### src/rtl/imm_gen_pkg.sv
// Shared definitions for the RV64I immediate generator: base opcodes,
// the immediate format encoding and the shift funct3 codes.
package imm_gen_pkg;

  // Base opcodes (instr[6:0]) that carry an immediate, plus the two
  // register-register groups that are legal but immediate-free.
  localparam logic [6:0] OPC_LOAD    = 7'b0000011;
  localparam logic [6:0] OPC_OPIMM   = 7'b0010011;
  localparam logic [6:0] OPC_OPIMM32 = 7'b0011011;
  localparam logic [6:0] OPC_STORE   = 7'b0100011;
  localparam logic [6:0] OPC_BRANCH  = 7'b1100011;
  localparam logic [6:0] OPC_LUI     = 7'b0110111;
  localparam logic [6:0] OPC_AUIPC   = 7'b0010111;
  localparam logic [6:0] OPC_JAL     = 7'b1101111;
  localparam logic [6:0] OPC_JALR    = 7'b1100111;
  localparam logic [6:0] OPC_SYSTEM  = 7'b1110011;
  localparam logic [6:0] OPC_OP      = 7'b0110011;
  localparam logic [6:0] OPC_OP32    = 7'b0111011;

  // funct3 values that turn an OP-IMM / OP-IMM-32 into a shift
  localparam logic [2:0] F3_SLL     = 3'b001;
  localparam logic [2:0] F3_SRL_SRA = 3'b101;

  // Immediate format code as presented on the fmt outputs
  typedef enum logic [2:0] {
    FMT_NONE  = 3'd0,
    FMT_I     = 3'd1,
    FMT_S     = 3'd2,
    FMT_B     = 3'd3,
    FMT_U     = 3'd4,
    FMT_J     = 3'd5,
    FMT_SHAMT = 3'd6
  } imm_fmt_t;

  // True when funct3 selects one of the immediate shift instructions
  function automatic logic is_shift_f3(input logic [2:0] funct3);
    return (funct3 == F3_SLL) || (funct3 == F3_SRL_SRA);
  endfunction

endpackage

### src/rtl/imm_gen_decode.sv
// Purely combinational immediate extraction: instruction word in,
// sign/zero-extended immediate, format code and illegal flag out.
module imm_gen_decode
  import imm_gen_pkg::*;
#(
  parameter int XLEN = 64
) (
  input  logic [31:0]     instr,
  output logic [XLEN-1:0] imm,
  output logic [2:0]      fmt,
  output logic            illegal
);

  logic [6:0]      opcode;
  logic [2:0]      funct3;
  logic [XLEN-1:0] imm_i;
  logic [XLEN-1:0] imm_s;
  logic [XLEN-1:0] imm_b;
  logic [XLEN-1:0] imm_u;
  logic [XLEN-1:0] imm_j;
  logic [XLEN-1:0] imm_sh6;
  logic [XLEN-1:0] imm_sh5;
  imm_fmt_t        fmt_e;

  assign opcode = instr[6:0];
  assign funct3 = instr[14:12];

  // Every candidate immediate is formed in parallel; the case below only
  // selects. Signed formats replicate instr[31]; shift amounts are
  // zero-extended so funct6/funct7 bits never reach the result.
  assign imm_i   = {{(XLEN-12){instr[31]}}, instr[31:20]};
  assign imm_s   = {{(XLEN-12){instr[31]}}, instr[31:25], instr[11:7]};
  assign imm_b   = {{(XLEN-13){instr[31]}}, instr[31], instr[7],
                    instr[30:25], instr[11:8], 1'b0};
  assign imm_u   = {{(XLEN-32){instr[31]}}, instr[31:12], 12'b0};
  assign imm_j   = {{(XLEN-21){instr[31]}}, instr[31], instr[19:12],
                    instr[20], instr[30:21], 1'b0};
  assign imm_sh6 = {{(XLEN-6){1'b0}}, instr[25:20]};
  assign imm_sh5 = {{(XLEN-5){1'b0}}, instr[24:20]};

  // Opcode decode selects the format and matching immediate
  always_comb begin
    imm     = '0;
    fmt_e   = FMT_NONE;
    illegal = 1'b0;
    case (opcode)
      OPC_LOAD, OPC_JALR, OPC_SYSTEM: begin
        fmt_e = FMT_I;
        imm   = imm_i;
      end
      OPC_OPIMM: begin
        if (is_shift_f3(funct3)) begin
          fmt_e = FMT_SHAMT;
          imm   = imm_sh6;
        end else begin
          fmt_e = FMT_I;
          imm   = imm_i;
        end
      end
      OPC_OPIMM32: begin
        if (is_shift_f3(funct3)) begin
          fmt_e = FMT_SHAMT;
          imm   = imm_sh5;
        end else begin
          fmt_e = FMT_I;
          imm   = imm_i;
        end
      end
      OPC_STORE: begin
        fmt_e = FMT_S;
        imm   = imm_s;
      end
      OPC_BRANCH: begin
        fmt_e = FMT_B;
        imm   = imm_b;
      end
      OPC_LUI, OPC_AUIPC: begin
        fmt_e = FMT_U;
        imm   = imm_u;
      end
      OPC_JAL: begin
        fmt_e = FMT_J;
        imm   = imm_j;
      end
      OPC_OP, OPC_OP32: begin
        fmt_e = FMT_NONE;
      end
      default: begin
        illegal = 1'b1;
      end
    endcase
  end

  assign fmt = fmt_e;

endmodule

### src/rtl/imm_gen.sv
// RV64I immediate generator: combinational decode result for operand
// muxing plus a registered copy with a valid flag for later stages.
module imm_gen
  import imm_gen_pkg::*;
#(
  parameter int XLEN = 64
) (
  input  logic            clk,
  input  logic            rst_n,
  input  logic [31:0]     instr,
  input  logic            en,
  output logic [XLEN-1:0] imm,
  output logic [2:0]      fmt,
  output logic            illegal,
  output logic [XLEN-1:0] imm_q,
  output logic [2:0]      fmt_q,
  output logic            valid_q
);

  if (XLEN != 64) begin : g_xlen_check
    $error("imm_gen: only XLEN=64 is supported");
  end

  imm_gen_decode #(
    .XLEN(XLEN)
  ) u_decode (
    .instr  (instr),
    .imm    (imm),
    .fmt    (fmt),
    .illegal(illegal)
  );

  // Capture stage: load on en, otherwise hold data and drop valid
  always_ff @(posedge clk or negedge rst_n) begin
    if (!rst_n) begin
      imm_q   <= '0;
      fmt_q   <= FMT_NONE;
      valid_q <= 1'b0;
    end else if (en) begin
      imm_q   <= imm;
      fmt_q   <= fmt;
      valid_q <= 1'b1;
    end else begin
      valid_q <= 1'b0;
    end
  end

endmodule

### config.mk
export PLATFORM = sky130hd
export DESIGN_NAME = imm_gen
export DESIGN_NICKNAME = d
export VERILOG_FILES = /design/src/rtl/imm_gen_pkg.sv /design/src/rtl/imm_gen_decode.sv /design/src/rtl/imm_gen.sv
export SDC_FILE = /design/constraint.sdc
export NUM_CORES = 1
export LEC_CHECK = 0
export CAP_MARGIN = 20
export CORE_MARGIN = 5
export CORE_UTILIZATION = 45
export CTS_CLUSTER_DIAMETER = 30
export DETAILED_ROUTE_END_ITERATION = 10
export GPL_ROUTABILITY_DRIVEN = 0
export GPL_TIMING_DRIVEN = 1
export PLACE_DENSITY = 0.93
export SLEW_MARGIN = 30
export SYNTH_ARGS = -nofsm -noshare
export SYNTH_HDL_FRONTEND = slang
export SYNTH_HIERARCHICAL = 1
export SYNTH_SLANG_ARGS = --single-unit
### constraint.sdc
create_clock -name clk -period 6.5 [get_ports clk]
set_input_delay 0.975 -clock clk [delete_from_list [all_inputs] [get_ports clk]]
set_output_delay 0.975 -clock clk [all_outputs]
set_load 0.05 [all_outputs]
==> impl_summary.md <==
Status
The flow ran to the end, and the final reports show no timing, DRC or antenna violations.

Pwr
Of the total power, registers draw 0.418. The total design power is ~1.1 mW. The clock network power share is 0.368.

IR analysis of the VDD net gives a maximum drop of approximately 0.00014 V. The share of total power consumed by net switching is 0.303. Summed over all cells, the static leakage comes to between 2 and 2.5 nW. The internal power component is 737 µW. In this run the power spent charging and discharging nets is 320 µW. Of the total power, combinational logic draws 0.214. Power spread over the standard cell area amounts to roughly 200 nW/µm².

Detailed routing
The detailed router placed between 2000 and 3000 vias in this run. The final layout contains routed wiring with a total length of ~10000 µm. The antenna violation net count after detailed routing is 0. After detailed routing, the average wire length per cell comes to 18.8 µm. The length of the first detailed-routing pass in iterations is 4. The number of remaining DRC errors is 0. For this block, the initial DRC count from the detailed router was between 100 and 150. In the routed layout, each cell is associated on average with a via count of between 5 and 6.

Worst setup path
The largest fanout on the critical path is 55. The critical path is of the in -> out type. The worst setup path is launched from an input port.

Walking the worst path, the cells encountered are clkdlybuf4s50_1 > or3_1 > a2111o_1 > o211ai_2 > o21a_4 > clkdlybuf4s50_1. Data arrives at the worst endpoint at about 4.2 ns. The category of cells accounting for the largest share of critical-path delay is buffers and inverters. STA classifies the critical path endpoint as a primary output.

The most frequent cell on the critical path is sky130_fd_sc_hd__clkdlybuf4s50_1. The worst stage delay on the critical path is between 0.9 and 1 ns. The worst path buffer plus inverter count is 2. Data on the critical path is required at its endpoint by 5.52 ns. The master of the slowest instance on the critical path is sky130_fd_sc_hd__clkdlybuf4s50_1.

Clock tree
Gates resized during post-CTS repair numbered 0. The number of post-CTS setup repair buffers is 0. The clock tree from TritonCTS is built.

The cts-stage hold buffer count is 0. The clock transition time at the flip-flop clock pins of the worst setup and hold paths is around 0.08 ns. The total CTS buffers is 9. The tree is rooted in a sky130_fd_sc_hd__clkbuf_8. The total number of H-tree levels is 3.

The clock sink count is 68. The clock passes through at most 2 buffers. The clock reaches the later pin of the worst-skew pair after ~0.33 ns.

Yosys
Each instance of the synthesized netlist takes up on average approximately 12 µm². The Yosys step of the flow raised 6 warnings. The total nets after synthesis is ~330.

The most used flip-flop cell after synthesis is sky130_fd_sc_hd__dfrtp_1. The distinct cell type count after synthesis is 40. Summing every instance area after synthesis gives about 3600 µm². The synthesized design contains 0 enable-type register cells. Of the synthesized area, sequential elements account for 0.473. Of all flip-flops after synthesis, the portion carrying an async set or reset was 1.00. The synthesized instance count is 290. In this run, synthesis produced a sequential element count of 68.

Floorplan
The area of the core region is between 7000 and 8000 µm². The area of the die is about 10000 µm². The horizontal extent of the die is between 90 and 100 µm. The die outline height is 99.4 µm. The effective utilization at floorplan is 0.463. Pin placement for this block handled roughly 170 I/O pins.

The number of standard-cell rows in the floorplan is 32.

Timing
The max-slew violation count is 0. The final critical delay including setup and external delays is slightly above 5 ns. The final-report hold violation count is 0. Setup repair after global routing left no endpoint under its margin. Summed over all failing endpoints, the final setup total negative slack is 0 ns. The setup-violating endpoint count in the final report is 0. Between clock sinks in the finished design, the worst skew comes to 0 ns. Based on the critical path, the design can be clocked at up to 192 MHz.

The worst slew margin relative to its limit is 0.518. The slew of the pin with the lowest slew margin is between 0.7 and 0.8 ns. The final critical-path share of the clock period is 0.800.

GRT
The first-pass GRT wire length is around 16000 µm. Entering global routing, the biggest net connects just under 70 pins. The number of antenna violations at the first check in global routing is 0.

Across every metal layer, demand over resource in global routing totals 0.199. The via count of the first global-routing pass is slightly below 3000. After global routing the overflow that remains totals 0.

Final layout
In the final layout, the share of cells above drive strength 1 is 0.219. The count of inserted antenna diode cells is 0. The net count of the finished layout is approximately 460.

The growth of design area from synthesis to finish is 47.9%.

Min path
The tightest min-delay check is of the reg -> reg type.

Placement
The detailed-placement wirelength estimate is 7280 µm. The count of buffers added on input and output ports is 170.

Job
Max-cap violations in this run came to 0.
-- cells in the mapped netlist, types with 7 or more instances --
cell	number	share of area
sky130_fd_sc_hd__a21o_1	8	0.017
sky130_fd_sc_hd__a21oi_1	17	0.024
sky130_fd_sc_hd__and2_1	7	0.012
sky130_fd_sc_hd__buf_2	7	0.0097
sky130_fd_sc_hd__buf_4	33	0.069
sky130_fd_sc_hd__dfrtp_1	68	0.47
sky130_fd_sc_hd__mux2_2	37	0.12
sky130_fd_sc_hd__mux2_4	30	0.13
sky130_fd_sc_hd__nand2_1	8	0.0084
sky130_fd_sc_hd__o21ai_0	10	0.014
sky130_fd_sc_hd__o21ai_1	8	0.011
-- through the flow --
stage | area, µm² | setup slack (ns) | util | hold slack, ns | std cells
after floorplan | 3590 | 2.19 | - | 0.679 | 290
after global placement | 5080 | 1.14 | 0.654 | 0.490 | 515
after detailed placement | 5080 | 0.944 | 0.654 | 0.494 | 515
after CTS | 5300 | 0.951 | 0.683 | 0.513 | 531
after global routing | 5320 | 1.13 | 0.684 | 0.527 | 531
final | 5320 | 1.30 | 0.684 | 0.510 | 531
-- cells by family after synthesis --
logic type      after synthesis  share of synthesized area
compound gates               62                      0.121
buf+inv                      53                      0.103
simple gates                 39                     0.0588
flops                        68                      0.473
mux                          68                      0.244
-- power by group through the flow --
stage | combinational [mW] | sequential, mW | clock, mW
detailed placement | 0.228 | 0.450 | 0
global placement | 0.224 | 0.450 | 0
global route | 0.237 | 0.444 | 0.418
CTS | 0.228 | 0.442 | 0.399
finish | 0.227 | 0.442 | 0.389
floorplan | 0.102 | 0.495 | 0
-- layer usage --
layer | wire length [µm] | part of all wire | global-route usage
met1 | 3990 | 0.40 | 0.242
met2 | 5200 | 0.52 | 0.351
met3 | 630 | 0.063 | 0.0449
met4 | 134 | 0.013 | 0.0599
met5 | 0 | 0 | 0
-- final cells by class --
| class | instances | area, µm² |
|---|---|---|
| fill | 573 | 2450 |
| timing repair buffer | 172 | 1720 |
| sequential | 68 | 1700 |
| multi-input combinational | 169 | 1530 |
| tap | 102 | 128 |
| clock buffer | 9 | 124 |
| clock inverter | 7 | 98.8 |
| inverter | 4 | 15.0 |
-- sequential cells by signal (all words and copies together), names as in the netlist --
register,cells
imm_q,64
valid_q,1
fmt_q,3
-- cell usage in the layout, fill, tap and decap left out, types with 2 or more instances in the layout --
master                            Yosys  final
sky130_fd_sc_hd__o21a_4               1      2
sky130_fd_sc_hd__nor2b_1              4      4
sky130_fd_sc_hd__and2_1               7      7
sky130_fd_sc_hd__clkinv_4             0      2
sky130_fd_sc_hd__nand3_1              4      4
sky130_fd_sc_hd__a21o_1               8      8
sky130_fd_sc_hd__o21ai_0             10     10
sky130_fd_sc_hd__mux2_4              30     30
sky130_fd_sc_hd__buf_6                5      2
sky130_fd_sc_hd__inv_1                4      4
sky130_fd_sc_hd__nor2_1               5      5
sky130_fd_sc_hd__nand2_1              8      8
sky130_fd_sc_hd__nor3_1               2      2
sky130_fd_sc_hd__dfrtp_1             68     68
sky130_fd_sc_hd__o21ai_1              8      8
sky130_fd_sc_hd__clkbuf_8             0      9
sky130_fd_sc_hd__o22ai_1              2      2
sky130_fd_sc_hd__clkdlybuf4s50_1      0    168
sky130_fd_sc_hd__mux2_2              37     37
sky130_fd_sc_hd__a32o_1               5      5
sky130_fd_sc_hd__a21oi_1             17     17
sky130_fd_sc_hd__and3_1               3      3
sky130_fd_sc_hd__bufinv_16            0      2
-- worst paths after layout --
kind / from / to / slack (ns) / cells past startpoint
max: instr[6] / imm[37] / 1.30 / 6
min: imm_q[12] / imm_q[12] / 0.51 / 1
max reg2reg: imm_q[3] / imm_q[3] / 5.72 / 1
min reg2reg: imm_q[12] / imm_q[12] / 0.51 / 1
max in group asynchronous: rst_n / fmt_q[0] / 5.34 / 2
min in group asynchronous: rst_n / imm_q[10] / 0.71 / 2
Note: power is estimated with default switching activity, not from simulation.
